===== src/rtl/sdio_data_block_ctrl.sv =====
// Sequences sdio_data_phy through one CMD53 data phase (byte or block mode); block timeout under SDIO_DATA_TIMEOUT_EN.
// Latency: start -> busy +1, phy activate +2; final phy done -> o_done +1. No backpressure: phy paces blocks via i_phy_done.
module sdio_data_block_ctrl #(
  parameter int unsigned GAP_CYCLES = 2
`ifdef SDIO_DATA_TIMEOUT_EN
  , parameter int unsigned TIMEOUT_CYCLES = 65535
`endif
) (
  input  logic        clk,
  input  logic        rst,
  input  logic        i_start,
  input  logic        i_abort,
  input  logic        i_write_flag,
  input  logic        i_block_mode,
  input  logic [11:0] i_block_size,
  input  logic [8:0]  i_count,
  output logic        o_busy,
  output logic        o_done,
  output logic        o_crc_err,
  output logic        o_aborted,
  output logic        o_timeout,
  output logic [8:0]  o_blocks_done,
  output logic        o_phy_activate,
  output logic        o_phy_write_flag,
  output logic [12:0] o_phy_data_count,
  input  logic        i_phy_done,
  input  logic        i_phy_crc_good
);

  typedef enum logic [2:0] {IDLE, SETUP, ACTIVE, GAP, FINISH} state_t;

  localparam int GW = $clog2(GAP_CYCLES + 1);

  state_t          state;
  logic            blk_mode;
  logic            infinite;
  logic [11:0]     blk_size;
  logic [8:0]      remaining;
  logic [GW-1:0]   gap_cnt;
  logic [12:0]     setup_count;
  logic            last_block;

`ifdef SDIO_DATA_TIMEOUT_EN
  localparam int TW = $clog2(TIMEOUT_CYCLES + 1);
  logic [TW-1:0] tmo_cnt;
`else
  assign o_timeout = 1'b0;
`endif

  always_comb begin
    setup_count = 13'd0;
    if (blk_mode)
      setup_count = (blk_size == 12'd0) ? 13'd2048 : {1'b0, blk_size};
    else
      setup_count = (remaining == 9'd0) ? 13'd512 : {4'd0, remaining};
  end

  // Byte mode is always a single block; infinite block mode never runs out.
  assign last_block = !blk_mode || (!infinite && remaining == 9'd1);

  always_ff @(posedge clk) begin
    if (rst) begin
      state            <= IDLE;
      blk_mode         <= 1'b0;
      infinite         <= 1'b0;
      blk_size         <= 12'd0;
      remaining        <= 9'd0;
      gap_cnt          <= '0;
      o_busy           <= 1'b0;
      o_done           <= 1'b0;
      o_crc_err        <= 1'b0;
      o_aborted        <= 1'b0;
      o_blocks_done    <= 9'd0;
      o_phy_activate   <= 1'b0;
      o_phy_write_flag <= 1'b0;
      o_phy_data_count <= 13'd0;
`ifdef SDIO_DATA_TIMEOUT_EN
      tmo_cnt          <= '0;
      o_timeout        <= 1'b0;
`endif
    end else begin
      o_done <= 1'b0;
      if (i_abort && state != IDLE && state != FINISH) begin
        // Abort wins over a same-cycle phy done, so that block is not counted.
        o_phy_activate <= 1'b0;
        o_aborted      <= 1'b1;
        o_done         <= 1'b1;
        state          <= FINISH;
      end else begin
        case (state)
          IDLE: begin
            if (i_start && !i_abort) begin
              o_phy_write_flag <= i_write_flag;
              blk_mode         <= i_block_mode;
              blk_size         <= i_block_size;
              remaining        <= i_count;
              infinite         <= i_block_mode && (i_count == 9'd0);
              o_crc_err        <= 1'b0;
              o_aborted        <= 1'b0;
              o_blocks_done    <= 9'd0;
              o_busy           <= 1'b1;
`ifdef SDIO_DATA_TIMEOUT_EN
              o_timeout        <= 1'b0;
`endif
              state            <= SETUP;
            end
          end
          SETUP: begin
            o_phy_data_count <= setup_count;
`ifdef SDIO_DATA_TIMEOUT_EN
            tmo_cnt          <= '0;
`endif
            state            <= ACTIVE;
          end
          ACTIVE: begin
            if (o_phy_activate && i_phy_done) begin
              o_phy_activate <= 1'b0;
              if (o_phy_write_flag && !i_phy_crc_good) begin
                o_crc_err <= 1'b1;
                o_done    <= 1'b1;
                state     <= FINISH;
              end else begin
                o_blocks_done <= o_blocks_done + 9'd1;
                if (blk_mode && !infinite)
                  remaining <= remaining - 9'd1;
                if (last_block) begin
                  o_done <= 1'b1;
                  state  <= FINISH;
                end else begin
                  gap_cnt <= '0;
                  state   <= GAP;
                end
              end
            end else begin
`ifdef SDIO_DATA_TIMEOUT_EN
              if (tmo_cnt == TW'(TIMEOUT_CYCLES - 1)) begin
                o_phy_activate <= 1'b0;
                o_timeout      <= 1'b1;
                o_aborted      <= 1'b1;
                o_done         <= 1'b1;
                state          <= FINISH;
              end else begin
                tmo_cnt        <= tmo_cnt + 1'b1;
                o_phy_activate <= 1'b1;
              end
`else
              o_phy_activate <= 1'b1;
`endif
            end
          end
          GAP: begin
            // Re-raise activate on the last gap edge so it is low exactly GAP_CYCLES cycles.
            if (gap_cnt == GW'(GAP_CYCLES - 1)) begin
              o_phy_activate <= 1'b1;
`ifdef SDIO_DATA_TIMEOUT_EN
              tmo_cnt        <= '0;
`endif
              state          <= ACTIVE;
            end else begin
              gap_cnt <= gap_cnt + 1'b1;
            end
          end
          FINISH: begin
            o_busy <= 1'b0;
            state  <= IDLE;
          end
          default: state <= IDLE;
        endcase
      end
    end
  end

endmodule


===== config.mk =====
export PLATFORM = sky130hd
export DESIGN_NAME = sdio_data_block_ctrl
export DESIGN_NICKNAME = d
export VERILOG_FILES = /design/src/rtl/sdio_data_block_ctrl.sv
export SDC_FILE = /design/constraint.sdc
export NUM_CORES = 1
export LEC_CHECK = 0
export CORE_ASPECT_RATIO = 0.6
export CORE_MARGIN = 2
export CORE_UTILIZATION = 51
export DETAILED_ROUTE_END_ITERATION = 8
export HOLD_SLACK_MARGIN = 0.15
export PLACE_DENSITY = 0.88
export SLEW_MARGIN = 20
export SYNTH_ARGS = -nofsm -noshare
export SYNTH_HDL_FRONTEND = slang
export SYNTH_SLANG_ARGS = --single-unit

===== constraint.sdc =====
create_clock -name clk -period 2.35 [get_ports clk]
set_clock_uncertainty 0.05 [all_clocks]
set_input_delay 0.235 -clock clk [delete_from_list [all_inputs] [get_ports clk]]
set_output_delay 0.235 -clock clk [all_outputs]
set_load 0.005 [all_outputs]

==> results of run 1 <==
-- logic make-up after synthesis --
group,after synthesis
other,1
AO/OA/AOI/OAI,88
buffers and inverters,29
adder cells (fa/ha/maj),5
flip-flops,55
AND/OR/NAND/NOR,149
multiplexers,12
-- per-layer routing --
metal  GRT usage (%)  share of wire [%]  up-vias  wire [um]
met2           39.55                 42      170       3332
met1           39.31                 45     1322       3567
li1                -                  -     1347          -
met4           5.088               0.67        0         53
met5               0                  0        -          0
met3           5.415                 12        9        928
-- area by class of cell --
cell class | instances | area [um^2] | share of cell area (%)
Multi-Input combinational cell | 256 | 1526 | 43.20
Sequential cell | 55 | 1101 | 31.16
Timing Repair Buffer | 68 | 660.6 | 18.70
Tap cell | 66 | 82.58 | 2.337
Clock buffer | 5 | 68.82 | 1.948
Clock inverter | 3 | 67.56 | 1.912
Inverter | 7 | 26.28 | 0.7436
-- placed cells by master, fill, tap and decap left out, types with 3 or more instances in the layout --
master,instances
dfxtp_1,55
clkdlybuf4s50_1,55
nand2_1,50
a21oi_1,37
nor2_1,26
buf_4,12
nor3_1,11
nand3_1,11
a211oi_1,10
mux2i_1,10
inv_1,7
nand2b_1,7
o31ai_1,7
nor2b_1,6
o21ai_0,6
nor4_1,6
o311ai_0,6
or4_1,5
ha_1,5
clkbuf_8,5
nand4_1,4
a31oi_1,4
and3_1,3
or3_1,3
nand4b_1,3
-- sequential cells by signal, indices dropped and copies added, names as in the netlist --
name              flops
remaining             9
gap_cnt               2
o_phy_data_count     12
o_busy                1
state                 3
blk_mode              1
o_phy_write_flag      1
blk_size             12
infinite              1
o_phy_activate        1
o_done                1
o_aborted             1
o_blocks_done         9
o_crc_err             1
-- metrics by stage --
| step | total power [uW] | instance area [um^2] | util [%] | instances | setup WS, ns |
|---|---|---|---|---|---|
| after floorplan | 1839 | 2746 | - | 340 | 0.3725 |
| after global placement | 2234 | 3397 | 66.22 | 452 | 0.2779 |
| after detailed placement | 2259 | 3397 | 66.22 | 452 | 0.2023 |
| after CTS | 3009 | 3533 | 68.88 | 460 | 0.1741 |
| after global routing | 3191 | 3533 | 68.88 | 460 | 0.06471 |
| final | 3046 | 3533 | 68.88 | 460 | 0.1403 |
-- worst min-delay path, stage by stage --
cell,delay (ns)
clkdlybuf4s50_1,0.40
nand2_1,0.06
a21oi_1,0.05
-- path summary, 6_finish.rpt --
path | startpoint | cells after the start | endpoint | slack, ns
worst max-delay path | remaining[0]$_SDFFE_PP0P_ | 6 | remaining[8]$_SDFFE_PP0P_ | 0.14
worst min-delay path | i_block_size[3] | 3 | blk_size[3]$_SDFFE_PP0P_ | 0.40
worst max register to register | remaining[0]$_SDFFE_PP0P_ | 6 | remaining[8]$_SDFFE_PP0P_ | 0.14
worst min register to register | o_phy_data_count[10]$_SDFFE_PP0P_ | 2 | o_phy_data_count[10]$_SDFFE_PP0P_ | 0.43
-- power by group through the flow --
stage / clock network (uW) / registers (uW) / logic [uW]
6_report: 755 / 1200 / 1090
5_1_grt: 791 / 1210 / 1190
4_1_cts: 748 / 1190 / 1070
3_5_place_dp: 0 / 1210 / 1050
3_3_place_gp: 0 / 1200 / 1030
2_1_floorplan: 0 / 1170 / 673
==> metrics.md, run 1 <==
| Metric | Value |
|---|---|
| Status | `complete, no violations` |
| TritonCTS Buffers | `5` |
| EDFF count, synth | `0` |
| Pint | `1980 uW` |
| # nets final | `427` |
| Power Density | `862.0 mW/mm^2` |
| CP max stage cell | `or3b_2` |
| Vias per std cell | `6.191` |
| Worst Path Buf+Inv | `1` |
| Worst path cell trace | `inv_1 -> ha_1 -> or3b_2 -> or4_1 -> a211o_1 -> a31oi_1` |
| Synth Area in Compound Gates | `20.99%` |
| Syn Std Cell Area | `0.002743 mm^2` |
| Largest net degree at the start of global routing | `25` |
| Max-cap check violation count | `0` |
| Clock Tree Buf Depth | `2` |
| Final hold viol count | `0` |
| CP arrival | `2.42 ns` |
| Post-Synth Simple-Gate Area | `27.65%` |
| Fmax | `452.6 MHz` |
| Post-synth ARST share | `0%` |
| HP Class | `primary input to flop` |
| Hold buffer count at CTS | `0` |
| Synth top area share | `40.15%` |
| Worst-path clk slew | `0.10 ns` |
| NetSw | `1066 uW` |
| Proportion of synthesized area in mux cells | `4.471%` |
| Final GP Congestion | `0.9160` |
| Share of cells above drive strength 1 | `7.614%` |
| DIE HEIGHT | `60.81 um` |
| Post-synthesis adder-cell area fraction | `2.281%` |
| H-Tree Depth | `2` |
| Hold Worst Slack | `0.4041 ns` |
| Worst setup SP type | `flop` |
| Setup Viol. Count Final | `0` |
| Antenna Cells | `0` |
| Final Max Tran Viols | `0` |
| Global-route wire length before repair | `12.38 mm` |
| Netlist cell types | `52` |
| CP max FO | `5` |
| Logic pwr share | `35.9%` |
| Initial Utilization | `53.46%` |
| Setup Buffers After CTS | `0` |
| Core area | `0.005130 mm^2` |
| Routed WL | `7.882 mm` |
| Slew headroom | `54.78%` |
| DR iter-0 viols | `269` |
| Post-CTS sizing | `0` |
| Req. time, crit path | `2.56 ns` |
| RSZ-0062 raised after global routing | `false` |
| Crit Path Class | `flop to flop` |
| Flop pwr share | `39.3%` |
| Setup_tns | `0 ns` |
| IO Port Bufs | `55` |
| Commonest register cell after synthesis | `dfxtp_1` |
| Die ar. | `0.006000 mm^2` |
| Slew @ Worst Pin | `0.6758 ns` |
| Initial antenna violation count | `0` |
| Detailed placer's ending HPWL | `5.483 mm` |
| Vias in the first global route | `2474` |
| Total GRT Usage | `26.20%` |
| Yosys reg bits | `55` |
| Xor and xnor area share after synthesis | `0%` |
| Initial DRT Pass Iterations | `5` |
| Mapped Cells | `339` |
| Largest family of logic cells by synthesized area | `simple AND/OR/NAND/NOR gates` |
| Largest delay share family, worst path | `simple AND/OR/NAND/NOR gates` |
| Die Width | `98.67 um` |
| Worst Setup End Kind | `flop` |
| Rows | `20` |
| CTS tree | `yes` |
| Vias | `2848` |
| # IOs | `58` |
| Clock share of power | `24.8%` |
| Peak supply drop | `0.3881 mV` |
| Syn_area_per_cell | `8.090 um^2` |
| CP max stage delay | `0.51 ns` |
| Layout area overhead | `28.83%` |
| Sequential cell area fraction in the yosys report | `40.15%` |
| P_leak | `0.001210 uW` |
| Most numerous cell in the Yosys netlist | `dfxtp_1` |
| Syn. warnings | `0` |
| Fin crit period | `2.210 ns` |
| Fillers | `414` |
| DRC viols | `0` |
| Root Buffer | `clkbuf_8` |
| Remaining global-route overflow | `0` |
| Cell type with the largest total area after synthesis | `dfxtp_1` |
| DRT antenna net count | `0` |
| Per-cell routed wire length | `17.13 um` |
| Clk sinks | `55` |
| Post-synth top cells | `dfxtp_1 (55), nand2_1 (50), a21oi_1 (37), nor2_1 (26), clkbuf_1 (17)` |
| Synth area leaders | `dfxtp_1 (40%), nand2_1 (6.8%), a21oi_1 (6.8%)` |
| Crit share post-route | `94.03%` |
| Worst skew pair latency | `0.32 ns` |
| Sw Share | `34.99%` |
Power figures use the tool's default switching activity.
==> inputs of run 2 (changes only) <==
--- a/config.mk
+++ b/config.mk
@@ -11,7 +11,7 @@
 export DETAILED_ROUTE_END_ITERATION = 8
 export HOLD_SLACK_MARGIN = 0.15
 export PLACE_DENSITY = 0.88
-export SLEW_MARGIN = 20
+export SLEW_MARGIN = 15
 export SYNTH_ARGS = -nofsm -noshare
 export SYNTH_HDL_FRONTEND = slang
 export SYNTH_SLANG_ARGS = --single-unit
==> results of run 2 <==
The final DEF is identical to that of run 1; final timing and power are the same.
==> inputs of run 3 (changes only) <==
--- a/config.mk
+++ b/config.mk
@@ -5,12 +5,14 @@
 export SDC_FILE = /design/constraint.sdc
 export NUM_CORES = 1
 export LEC_CHECK = 0
+export CELL_PAD_IN_SITES_DETAIL_PLACEMENT = 1
+export CELL_PAD_IN_SITES_GLOBAL_PLACEMENT = 1
 export CORE_ASPECT_RATIO = 0.6
 export CORE_MARGIN = 2
-export CORE_UTILIZATION = 51
+export CORE_UTILIZATION = 37
 export DETAILED_ROUTE_END_ITERATION = 8
 export HOLD_SLACK_MARGIN = 0.15
-export PLACE_DENSITY = 0.88
+export PLACE_DENSITY = 0.87
 export SLEW_MARGIN = 15
 export SYNTH_ARGS = -nofsm -noshare
 export SYNTH_HDL_FRONTEND = slang
==> run 3 against run 2 <==
Sequential share of layout area shrank 0.34 points. First-iteration DRC count shrank 36%. Core utilization shrank 19 points. Global-route usage shrank 3.1 points. Worst setup slack lost 0.030 ns. Via count shrank 0.42%. Critical path type unchanged. Critical endpoint unchanged.
==> metrics.md, run 3 (synthesized netlist as in run 1, its figures left out) <==
| Metric | Value |
|---|---|
| Status | `complete, no violations (unchanged)` |
| Crit share post-route | `95.31% (was 94.03%)` |
| # nets final | `427 (unchanged)` |
| Hold Worst Slack | `0.4068 ns (was 0.4041 ns)` |
| Die Width | `115.2 um (was 98.67 um)` |
| Hold buffer count at CTS | `0 (unchanged)` |
| Fin crit period | `2.240 ns (was 2.210 ns)` |
| Routed WL | `9.129 mm (was 7.882 mm)` |
| Core area | `0.007207 mm^2 (was 0.005130 mm^2)` |
| Initial Utilization | `38.06% (was 53.46%)` |
| DRC viols | `0 (unchanged)` |
| Power Density | `863.2 mW/mm^2 (was 862.0 mW/mm^2)` |
| H-Tree Depth | `2 (unchanged)` |
| Fmax | `446.5 MHz (was 452.6 MHz)` |
| Crit Path Class | `flop to flop (unchanged)` |
| Final GP Congestion | `0.9106 (was 0.9160)` |
| Req. time, crit path | `2.51 ns (was 2.56 ns)` |
| Root Buffer | `clkbuf_16 (was clkbuf_8)` |
| Clk sinks | `55 (unchanged)` |
| Global-route wire length before repair | `14.95 mm (was 12.38 mm)` |
| HP Class | `flop to flop (was primary input to flop)` |
| # IOs | `58 (unchanged)` |
| Area occupied by multi-input gates | `0.001526 mm^2 (unchanged)` |
| Slew @ Worst Pin | `0.6803 ns (was 0.6758 ns)` |
| CP arrival | `2.40 ns (was 2.42 ns)` |
| Share of cells above drive strength 1 | `7.614% (unchanged)` |
| Register area | `0.001101 mm^2 (unchanged)` |
| DRT antenna net count | `0 (unchanged)` |
| CTS tree | `yes (unchanged)` |
| Peak supply drop | `0.3452 mV (was 0.3881 mV)` |
| Vias | `2836 (was 2848)` |
| Setup Buffers After CTS | `0 (unchanged)` |
| Setup_tns | `0 ns (unchanged)` |
| Initial DRT Pass Iterations | `5 (unchanged)` |
| Initial antenna violation count | `0 (unchanged)` |
| Rows | `24 (was 20)` |
| Vias in the first global route | `2900 (was 2474)` |
| Detailed placer's ending HPWL | `6.707 mm (was 5.483 mm)` |
| Largest net degree at the start of global routing | `35 (was 25)` |
| Remaining global-route overflow | `0 (unchanged)` |
| Post-place setup slack | `0.1514 ns (was 0.2023 ns)` |
| Slew headroom | `54.23% (was 54.78%)` |
| RSZ-0062 raised after global routing | `false (unchanged)` |
| Max-cap check violation count | `0 (unchanged)` |
| Total GRT Usage | `23.11% (was 26.20%)` |
| Post-CTS sizing | `0 (unchanged)` |
| Die ar. | `0.008140 mm^2 (was 0.006000 mm^2)` |
| Fillers | `886 (was 414)` |
| Per-cell routed wire length | `18.82 um (was 17.13 um)` |
| Vias per std cell | `5.847 (was 6.191)` |
| CP max FO | `5 (unchanged)` |
| Final core utilization | `49.57% (was 68.88%)` |
| Final hold viol count | `0 (unchanged)` |
| Commonest cells after routing, fill and taps aside | `dfxtp_1 (55), clkdlybuf4s50_1 (55), nand2_1 (50) (unchanged)` |
| Worst Setup End Kind | `flop (unchanged)` |
| P_leak | `0.001220 uW (was 0.001210 uW)` |
| Antenna Cells | `0 (unchanged)` |
| Worst-path clk slew | `0.07 ns (was 0.10 ns)` |
| Clock Tree Buf Depth | `2 (unchanged)` |
| Top Registers | `blk_size x12, o_phy_data_count x12 (unchanged)` |
| Worst skew pair latency | `0.30 ns (was 0.32 ns)` |
| Final worst slack | `0.1102 ns (was 0.1403 ns)` |
| DIE HEIGHT | `70.69 um (was 60.81 um)` |
| DR iter-0 viols | `173 (was 269)` |
| TritonCTS Buffers | `5 (unchanged)` |
| Worst setup SP type | `flop (unchanged)` |
| IO Port Bufs | `55 (unchanged)` |
| Final Max Tran Viols | `0 (unchanged)` |
| Setup Viol. Count Final | `0 (unchanged)` |
| Layout area overhead | `30.25% (was 28.83%)` |
-- run 3: cell count changes in the layout (fill, tap and decap cells not counted) --
cell        previous run  this run
inv_6                  0         1
clkbuf_16              0         5
clkbuf_8               5         0
clkinvlp_4             1         0
bufinv_16              2         0
clkinv_2               0         2
-- run 3: metrics by stage --
step	power, uW	area, um^2	std cells
2_1_floorplan	1839	2746	340
3_3_place_gp	2250	3428	477
3_5_place_dp	2314	3428	477
4_1_cts	3073	3572	485
5_1_grt	3264	3572	485
6_report	3084	3572	485
-- run 3: worst paths after layout --
check	slack, ns	start	to	cells after the start
worst max-delay path	0.11	remaining[0]$_SDFFE_PP0P_	remaining[8]$_SDFFE_PP0P_	6
worst min-delay path	0.41	o_phy_data_count[10]$_SDFFE_PP0P_	o_phy_data_count[10]$_SDFFE_PP0P_	2
worst max register to register	0.11	remaining[0]$_SDFFE_PP0P_	remaining[8]$_SDFFE_PP0P_	6
worst min register to register	0.41	o_phy_data_count[10]$_SDFFE_PP0P_	o_phy_data_count[10]$_SDFFE_PP0P_	2
-- run 3: cell type report --
class	instances	area share, %
Multi-Input combinational cell	256	42.73
Sequential cell	55	30.82
Timing Repair Buffer	68	18.49
Clock buffer	5	3.503
Tap cell	91	3.187
Inverter	7	0.7356
Clock inverter	3	0.5254
-- run 3: layer usage --
layer / part of all wire (%) / track usage, % / up-vias
li1: - / - / 1348
met1: 48 / 33.81 / 1377
met2: 44 / 35.69 / 102
met3: 7.2 / 4.456 / 9
met4: 0.58 / 4.685 / 0
met5: 0 / 0 / -
-- run 3: where the power goes --
group          internal [uW]  switching, uW  total [uW]
logic                    496            641        1140
registers               1060            132        1190
clock network            396            359         756
total                   1950           1130        3080
-- run 3: worst max-delay path: stages, from the launching register on --
cell,delay [ns]
dfxtp_1,0.36
inv_1,0.14
ha_1,0.22
or3b_2,0.50
or4_1,0.43
a211o_1,0.31
a31oi_1,0.15
==> patch 1 (config.mk and constraints of run 1) <==
Set the parameter `GAP_CYCLES` to 4 (it was 2).
--- a/src/rtl/sdio_data_block_ctrl.sv
+++ b/src/rtl/sdio_data_block_ctrl.sv
@@ -1,7 +1,7 @@
 // Sequences sdio_data_phy through one CMD53 data phase (byte or block mode); block timeout under SDIO_DATA_TIMEOUT_EN.
 // Latency: start -> busy +1, phy activate +2; final phy done -> o_done +1. No backpressure: phy paces blocks via i_phy_done.
 module sdio_data_block_ctrl #(
-  parameter int unsigned GAP_CYCLES = 2
+  parameter int unsigned GAP_CYCLES = 4
 `ifdef SDIO_DATA_TIMEOUT_EN
   , parameter int unsigned TIMEOUT_CYCLES = 65535
 `endif
Formal check against the unedited RTL: not equivalent (a bounded check fails within 10 cycles, from zero or initial values and one cycle with rst high).
==> patch 1 against run 1 <==
Highest routed layer unchanged; sequential cell count increased by 1; cell area is 1.6% higher; largest cell class unchanged; critical path depth is 1 lower; count of clock-buffer cells in the layout did not move; synthesized area rose by 4.6%; wire length decreased by 2.1%; via count fell by 2.4%; setup slack better by 160 ps; maximum frequency is 7.9% higher; core utilization decreased by 3.5 points.
Power is not compared: it rests on default switching activity, and its combinational part moved more than twofold at a synthesized area within 25%.
==> patch 1: results (changes against run 1) <==
metric	value	unit	change
layout cells sized above 1	9.90	%	+2.3 points
largest net degree at the start of global routing	33		+32%
first-pass GRT wire length	12100	um	-2.2%
Critical Path AT	2240	ps	-180 ps
first-iteration detailed-routing DRC count	180		-33%
register area share after synthesis	39.1	%	-1.1 points
hold path depth	3		unchanged
HP Start	i_block_size[10]		
vias in the first global route	2407		-2.7%
Sequential Power Share	50.3	%	
Synth Area per Inst	8.41	um^2	+4.0%
H-tree depth	2		unchanged
vias per cell	6.00		-3.1%
Worst path slowest cell	or4_1		
hold path endpoint	blk_size[10]		
crit-path leading delay family	compound AO/OA/AOI/OAI gates		
WHS	398	ps	-6.17 ps
Synth Warn #	0		unchanged
initial antenna violation count	0		unchanged
Cells after DPL	455		+0.66%
RR Endpoint	remaining[0]		
Yosys cell types	57		+9.6%
top cells by area, synth	dfxtp_1, a21oi_1, nand2_1		
Port Buffer Count	55		unchanged
routability cong.	0.880		-3.9%
register-to-register setup slack	300	ps	+160 ps
Post-DP Area	3500	um^2	+2.9%
reg2reg path depth	5		-1
Clock net power	554	uW	
Max FO, Critical Path	32		+27
status	finished, final reports clean		
min Tclk post-route	2050	ps	-162 ps
hpwl dp	5690	um	+3.8%
routed wire length	7720	um	-2.1%
pre-CTS setup slack	61.5	ps	-141 ps
Leakage	0.00120	uW	
crit path launch	state[0]		
Tot GR Track Use	25.4	%	-0.78 points
CTS root buf	clkbuf_8		
fin nets	428		+0.23%
clock buffer depth	2		unchanged
Post-synth top cells	dfxtp_1, nand2_1, a21oi_1		
Worst path max stage delay	500	ps	
Async SR Flop Fraction	0	%	unchanged
clock slew at reported path FFs	110	ps	
relative slew slack	59.2	%	+4.4 points
via count	2779		-2.4%
## patch 1: layout make-up
| type | count | area (um^2) |
|---|---|---|
| tap | 69 | 86.3 |
| multi-input combinational | 248 | 1570 |
| sequential | 56 | 1120 |
| clock buffer | 5 | 68.8 |
| timing repair buffer | 70 | 676 |
| inverter | 12 | 45.0 |
| clock inverter | 3 | 22.5 |
| fill | 473 | 1900 |
## patch 1: logic make-up after synthesis
kind of cell	after synthesis	share of synthesized area, %
AND/OR/NAND/NOR	130	22.9
AO/OA/AOI/OAI	98	24.2
flip-flops	56	39.1
buffers and inverters	38	6.37
multiplexers	11	4.40
adder cells (fa/ha/maj)	6	2.62
other	1	0.131
XOR/XNOR	1	0.305
## patch 1: metal layers
metal / part of all wire, % / up-vias / track usage (%) / wire (um)
met5: 0 / - / 0 / 0
met4: 1.1 / 0 / 8.61 / 85
met3: 9.8 / 8 / 4.70 / 760
met2: 41 / 134 / 36.8 / 3200
met1: 48 / 1304 / 38.1 / 3680
li1: - / 1333 / - / -
==> patch 2 (settings of run 1) <==
Made on the original files. Reset style: asynchronous (`rst`), changed in one clocked block.
--- a/src/rtl/sdio_data_block_ctrl.sv
+++ b/src/rtl/sdio_data_block_ctrl.sv
@@ -58,7 +58,7 @@
   // Byte mode is always a single block; infinite block mode never runs out.
   assign last_block = !blk_mode || (!infinite && remaining == 9'd1);
 
-  always_ff @(posedge clk) begin
+  always_ff @(posedge clk or posedge rst) begin
     if (rst) begin
       state            <= IDLE;
       blk_mode         <= 1'b0;
Function: differs if rst is asserted again (counterexample within 4 cycles, from zero or initial values and one cycle with rst high); with rst held inactive, the same outputs for 10 cycles.
==> patch 2 against run 1 <==
Cell count is 6.5% lower; sequential cell count stayed put; cell area is 0.35% lower; wire length is 13% lower; combinational power is 18% higher; synthesized area hardly changed; setup slack better by 56 ps; total power is 12% higher; synthesized cell count is 11% lower; critical path depth is 1 lower; maximum frequency is 2.6% higher; critical path type unchanged; largest power group unchanged.
==> patch 2: results (changes against run 1) <==
metric	value	unit	change
Async SR Flop Fraction	100	%	+100 points
Synth Area per Inst	9.10	um^2	+13%
hpwl dp	5120	um	-6.7%
Finished Layout Cells	430		-6.5%
first-pass GRT wire length	11400	um	-8.3%
layout cells sized above 1	8.24	%	+0.63 points
Critical Path AT	2290	ps	-130 ps
fin nets	397		-7.0%
routability cong.	0.845		-7.8%
reg2reg path depth	5		-1
status	finished, final reports clean		
main flop type after synthesis	dfrtp_1		
Worst path slowest cell	dfrtp_1		
largest net degree at the start of global routing	36		+44%
first-iteration detailed-routing DRC count	243		-9.7%
Tot GR Track Use	24.5	%	-1.7 points
worst vdd ir	0.334	mV	-14%
wire per inst	15.9	um	-7.3%
register area share after synthesis	50.2	%	+10 points
Hold Path Class	input port to async pin		
Sw Pwr	1250	uW	+18%
Max FO, Critical Path	16		+11
Num CTS Buffers	5		unchanged
vias per cell	5.73		-7.5%
Worst path max stage delay	540	ps	+30 ps
Leakage	0.00157	uW	+30%
top cells by area, synth	dfrtp_1, nand2_1, nor2_1		
crit-path leading delay family	compound AO/OA/AOI/OAI gates		
CTS root buf	clkbuf_8		
vias in the first global route	2236		-9.6%
Yosys cell types	47		-9.6%
setup bufs post-CTS	0		unchanged
Filler cells	395		-4.6%
Cells after DPL	422		-6.6%
Least-Margin Pin Slew	685	ps	+9.24 ps
Post-synth top cells	dfrtp_1, nand2_1, nor2_1		
patch 2: worst paths after layout:
check	start	endpoint	slack (ps)
worst max register to register	state[1]	remaining[4]	200
max in group asynchronous	rst	o_blocks_done[6]	1530
worst min register to register	blk_size[11]	blk_size[11]	460
worst max-delay path	state[1]	remaining[4]	200
min in group clk	i_block_size[4]	blk_size[4]	380
worst min-delay path	rst	gap_cnt[1]	190
patch 2: cells by family (layout without fill, tap and decap cells):
group                      after synthesis  count (layout)  synth area share [%]
other                                    1               2                 0.137
adders and majority gates                5               5                  2.28
xor gates and xnor gates                 6               6                  1.92
buffers and inverters                   25              87                  4.15
muxes                                    8               8                  2.97
AOI/OAI and AO/OA                       71              71                  16.4
and+or+nand+nor                        130             130                  21.9
DFF                                     55              55                  50.2
patch 2: power by group through the flow:
stage	registers, uW	logic, uW	clock network [uW]
2_1_floorplan	1480	736	0
3_3_place_gp	1560	1240	0
3_5_place_dp	1580	1280	0
4_1_cts	1560	1290	544
5_1_grt	1610	1440	574
6_report	1570	1290	541
patch 2: final cells by class:
type,instances,share of cell area (%)
flip-flops and latches,55,39.1
multi-input cells,222,35.7
repair buffers,70,19.2
well taps,66,2.35
inverters,9,0.959
clock buffers,5,1.95
clock inverters,3,0.711
patch 2: through the flow:
stage	setup WS, ps	util (%)	cell area [um^2]	hold slack [ps]
after global placement	165	66.8	3430	411
after CTS	206	68.6	3520	206
final	196	68.6	3520	189
after detailed placement	110	66.8	3430	425
after global routing	6.83	68.6	3520	242
after floorplan	421	-	2740	251
patch 2: routing by layer:
layer,part of all wire [%],GRT usage (%),vias up
li1,-,-,1174
met1,48,38.1,1150
met2,41,34.8,128
met3,9.8,5.65,11
met4,1.3,6.26,0
met5,0,0,-
